$ cat config.mk
export PLATFORM = sky130hd
export DESIGN_NAME = key_filter
export DESIGN_NICKNAME = d
export VERILOG_FILES = /design/src/rtl/key_filter.sv
export SDC_FILE = /design/constraint.sdc
export NUM_CORES = 1
export LEC_CHECK = 0
export CAP_MARGIN = 10
export CORE_UTILIZATION = 58
export DETAILED_ROUTE_END_ITERATION = 10
export PLACE_DENSITY = 0.83
export RECOVER_POWER = 25
export SYNTH_ARGS = -nofsm -noshare
export SYNTH_HDL_FRONTEND = slang
export SYNTH_SLANG_ARGS = --single-unit
$ cat constraint.sdc
create_clock -name sys_clk -period 2.1 [get_ports sys_clk]
set_input_delay 0.63 -clock sys_clk [delete_from_list [all_inputs] [get_ports sys_clk]]
set_output_delay 0.63 -clock sys_clk [all_outputs]
set_load 0.05 [all_outputs]
$ cat src/rtl/key_filter.sv
// ---------------------------------------------------------------------------
// key_filter
//
// This block debounces one active-low mechanical key. The key input is
// asynchronous to sys_clk. It first passes through a two-flop synchronizer.
// A four-state FSM with a shared filter counter then confirms each level
// change. A change is confirmed only after the synchronized level has stayed
// stable for CNT_MAX+1 consecutive cycles.
//
// Parameters
//   CNT_MAX     : filter length minus one, in sys_clk cycles. Must be >= 1.
//                 The default gives 20 ms at 50 MHz.
//
// Ports
//   sys_clk     : in  - system clock. All state updates on its rising edge.
//   sys_rst     : in  - asynchronous reset, active low.
//   key_in      : in  - raw key, active low (0 = pressed), asynchronous.
//   key_flag    : out - registered one-cycle pulse on each confirmed press.
//   key_release : out - registered one-cycle pulse on each confirmed release.
//   key_state   : out - registered debounced level, 1 = pressed.
// ---------------------------------------------------------------------------
module key_filter #(
    parameter int CNT_MAX = 999_999
) (
    input  logic sys_clk,
    input  logic sys_rst,
    input  logic key_in,
    output logic key_flag,
    output logic key_release,
    output logic key_state
);

    // The counter must be able to hold CNT_MAX itself.
    localparam int CW = (CNT_MAX < 1) ? 1 : $clog2(CNT_MAX + 1);

    localparam logic [CW-1:0] CNT_ZERO = {CW{1'b0}};
    localparam logic [CW-1:0] CNT_ONE  = CW'(1);
    localparam logic [CW-1:0] CNT_LAST = CW'(CNT_MAX);

    typedef enum logic [1:0] {
        IDLE       = 2'b00,
        PRESS_FILT = 2'b01,
        DOWN       = 2'b10,
        REL_FILT   = 2'b11
    } state_t;

    // Synchronizer flops. Both reset to the released level (1).
    logic sync1_q;
    logic sync2_q;
    logic sync_key;

    state_t          state_q;
    state_t          state_d;
    logic [CW-1:0]   cnt_q;
    logic [CW-1:0]   cnt_d;
    logic            flag_q;
    logic            flag_d;
    logic            rel_q;
    logic            rel_d;
    logic            kstate_q;
    logic            kstate_d;

    assign sync_key = sync2_q;

    // Two-flop synchronizer. Only the second stage may reach the FSM.
    always_ff @(posedge sys_clk or negedge sys_rst) begin
        if (!sys_rst) begin
            sync1_q <= 1'b1;
            sync2_q <= 1'b1;
        end else begin
            sync1_q <= key_in;
            sync2_q <= sync1_q;
        end
    end

    // FSM state, filter counter and registered outputs.
    always_ff @(posedge sys_clk or negedge sys_rst) begin
        if (!sys_rst) begin
            state_q  <= IDLE;
            cnt_q    <= CNT_ZERO;
            flag_q   <= 1'b0;
            rel_q    <= 1'b0;
            kstate_q <= 1'b0;
        end else begin
            state_q  <= state_d;
            cnt_q    <= cnt_d;
            flag_q   <= flag_d;
            rel_q    <= rel_d;
            kstate_q <= kstate_d;
        end
    end

    // Next-state logic. The counter clears on every transition. Pulses are
    // raised only on the edge that confirms a level change, and key_state
    // moves on that same edge. A bounce inside a filter state returns to the
    // prior stable state silently.
    always_comb begin
        state_d  = state_q;
        cnt_d    = cnt_q;
        flag_d   = 1'b0;
        rel_d    = 1'b0;
        kstate_d = kstate_q;

        case (state_q)
            IDLE: begin
                if (!sync_key) begin
                    state_d = PRESS_FILT;
                    cnt_d   = CNT_ZERO;
                end else begin
                    cnt_d   = CNT_ZERO;
                end
            end

            PRESS_FILT: begin
                if (sync_key) begin
                    state_d = IDLE;
                    cnt_d   = CNT_ZERO;
                end else if (cnt_q == CNT_LAST) begin
                    state_d  = DOWN;
                    cnt_d    = CNT_ZERO;
                    flag_d   = 1'b1;
                    kstate_d = 1'b1;
                end else begin
                    cnt_d = cnt_q + CNT_ONE;
                end
            end

            DOWN: begin
                if (sync_key) begin
                    state_d = REL_FILT;
                    cnt_d   = CNT_ZERO;
                end else begin
                    cnt_d   = CNT_ZERO;
                end
            end

            REL_FILT: begin
                if (!sync_key) begin
                    state_d = DOWN;
                    cnt_d   = CNT_ZERO;
                end else if (cnt_q == CNT_LAST) begin
                    state_d  = IDLE;
                    cnt_d    = CNT_ZERO;
                    rel_d    = 1'b1;
                    kstate_d = 1'b0;
                end else begin
                    cnt_d = cnt_q + CNT_ONE;
                end
            end

            default: begin
                state_d  = IDLE;
                cnt_d    = CNT_ZERO;
                kstate_d = 1'b0;
            end
        endcase
    end

    assign key_flag    = flag_q;
    assign key_release = rel_q;
    assign key_state   = kstate_q;

endmodule

==> qor.csv, run 1 <==
metric;value;unit
worstPathMaxFanout;5;
insertion_delay;0.33;ns
grt_pass1_wl;3.97;mm
synthMuxAreaShare;0.00782;
io_pins;6;
grtUsageTotal;0.220;
wirelength;2.27;mm
n_antenna_cell;0;
max_freq;520;MHz
synth_compound_area_frac;0.0772;
via_count;955;
worstMarginPinSlew;0.644;ns
worst_ep_arrival_time;2.19;ns
powerDensity;558;mW/mm²
post_cts_buffers;0;
die_y;49.0;µm
drtIter0Drc;26;
design_area;0.00141;mm²
cts_buffers;3;
syn2layout_area_growth;10.5;%
rsz0062_at_grt;false;
cts_sinks;27;
first_global_vias;925;
nets;142;
period_share;0.915;
vdd_drop_max;0.531;mV
synth_nets;131;
yosys_warnings;0;
setup-tns-final;0;ns
path_class;flop to flop;
antenna_found_initial;0;
cp-end-kind;flop;
run_status;finished clean;
skew;0.00428;ns
dr.pass1.iters;4;
synth-simple-area-share;0.260;
grt-ovfl-total;0;
required;2.37;ns
synth_top_family_by_area;simple AND/OR/NAND/NOR gates;
die_area;0.00240;mm²
drive_above_1_share;0.0949;
rows;16;
cts_tree;done;
dp.final_hpwl;1.62;mm
initial_core_util;0.633;
grt_max_degree;28;
cts-root-buf;clkbuf_4;
synth-adder-area-share;0.00978;
yosysSeqAreaShare;0.530;
finalMaxSlewViolations;0;
p_leak;0.568;nW
synth_xor_area_frac;0.0890;
synthCells;127;
synth_seq_cells;27;
setup_viol;0;
max-clock-path-buffers;2;
port_buffers;5;
vias_per_cell;5.82;
h-tree-depth;1;
core;0.00202;mm²
hp-class;flop to flop;
gp_congestion;0.794;
maxCapViolations;0;
synth_cell_types;30;
period_minus_slack;1.92;ns
place_area;0.00139;mm²
syn_area_per_cell;10.1;µm²
final_hold_viol_count;0;
route.detailed.drc;0;
clk_pin_slew;0.15;ns
ant_nets;0;
syn_area;0.00128;mm²
relSlewSlack;0.571;
power.total;0.000789;W
start_kind;flop;
dieWidth;49.0;µm
routedWlPerCell;13.8;µm
==> timing repair <==
| action | CTS | global route |
|---|---|---|
| setup endpoints to repair | 2 | 0 |
| hold buffers | 0 | 0 |
| gates resized for setup | 2 | 0 |
==> area by class of cell <==
class	instances	area [µm²]
Clock buffer	3	22.5
Clock inverter	1	7.51
Fill cell	153	608
Inverter	5	18.8
Multi-Input combinational cell	92	568
Sequential cell	27	678
Tap cell	27	33.8
Timing Repair Buffer	9	85.1
==> final timing paths <==
kind,startpoint,endpoint,slack [ns],cells past startpoint
min in group asynchronous,sys_rst,cnt_q[14]$_DFF_PN0_,0.83,2
max,cnt_q[11]$_DFF_PN0_,flop,0.18,4
min,sync1_q$_DFF_PN1_,sync2_q$_DFF_PN1_,0.37,0
min reg2reg,sync1_q$_DFF_PN1_,sync2_q$_DFF_PN1_,0.37,0
max in group asynchronous,sys_rst,cnt_q[4]$_DFF_PN0_,0.86,2
max reg2reg,cnt_q[11]$_DFF_PN0_,flop,0.18,4
==> power breakdown <==
group | switching (W) | internal, W | total, W
combinational | 0.0000195 | 0.0000104 | 0.0000299
sequential | 0.00000424 | 0.000526 | 0.000531
clock | 0.000156 | 0.0000729 | 0.000229
total | 0.000180 | 0.000610 | 0.000789
==> per-layer routing <==
metal	GRT usage	routed length, µm	up-vias
met2	0.366	1070	26
met5	0	0	-
met3	0.0374	89	4
met1	0.292	1090	455
li1	-	-	470
met4	0.0735	27	0
==> cells in the final DEF (no fill, tap or decap), drive strengths merged, types with 3 or more instances in the layout <==
cell type and n:
xnor2 11, clkbuf 4, a21oi 7, dfrtp 25
o31ai 3, and3 3, buf 4, nand2 9
inv 5, or3 5, nor2 18, nor4 6
or4 4, nand3 7
==> registers in the layout (all words and copies together) (netlist names), named ones only <==
name and cells:
cnt_q 20, key_flag 1, key_release 1, key_state 1, state_q 1, sync1_q 1, sync2_q 1
==> synth_stat cells (all sizes together) <==
cell type   n  area, µm²
and4        2       17.5
ha          1       12.5
o31ai       3       22.5
or4         4       30.0
nand3       7       47.6
dfstp       2       52.6
o41ai       1       8.76
and3        3       18.8
a21oi       7       35.0
dfrtp      25        626
a31oi       1       6.26
mux2i       1       10.0
or4b        1       10.0
nand2       9       33.8
nor3        1       5.00
or3b        1       8.76
nor2       18       67.6
o21ai       2       10.0
inv         5       18.8
nor2b       1       6.26
a211o       1       8.76
xor2        2       17.5
or3         5       31.3
nor4        6       37.5
buf         3       15.0
xnor2      11       96.3
and2        1       6.26
nand4       2       12.5
a21o        1       7.51
==> critical path, cell delays in order, from the launching register on <==
cell	delay, ns
dfrtp_1	0.46
or4_1	0.51
nor4_1	0.40
and3_1	0.31
mux2i_1	0.19
==> logic make-up (layout without fill, tap and decap cells) <==
family          count (synthesis)  in the layout
flops                          27             27
mux                             1              1
xor+xnor                       13             13
buf+inv                         8             18
fa+ha+maj                       1              1
simple gates                   61             61
compound gates                 16             16
==> stage by stage <==
step                      std cells  worst slack (ns)  utilization  hold WS, ns
final                           164             0.179        0.699        0.374
after global routing            164            0.0340        0.699        0.376
after CTS                       164             0.174        0.700        0.376
after detailed placement        160             0.206        0.687        0.352
after global placement          160             0.241        0.687        0.352
after floorplan                 127             0.345            -        0.334
(Power assumes the default switching activity.)
==> run 2, diff against run 1 <==
Settings changed: TNS_END_PERCENT set to 50.
==> results of run 2 <==
No change in the layout: final DEF, timing and power equal those of run 1.
==> run 3, diff against run 2 <==
Settings changed: SLEW_MARGIN set to 20.
==> results of run 3 <==
No change in the layout: final DEF, timing and power equal those of run 1.
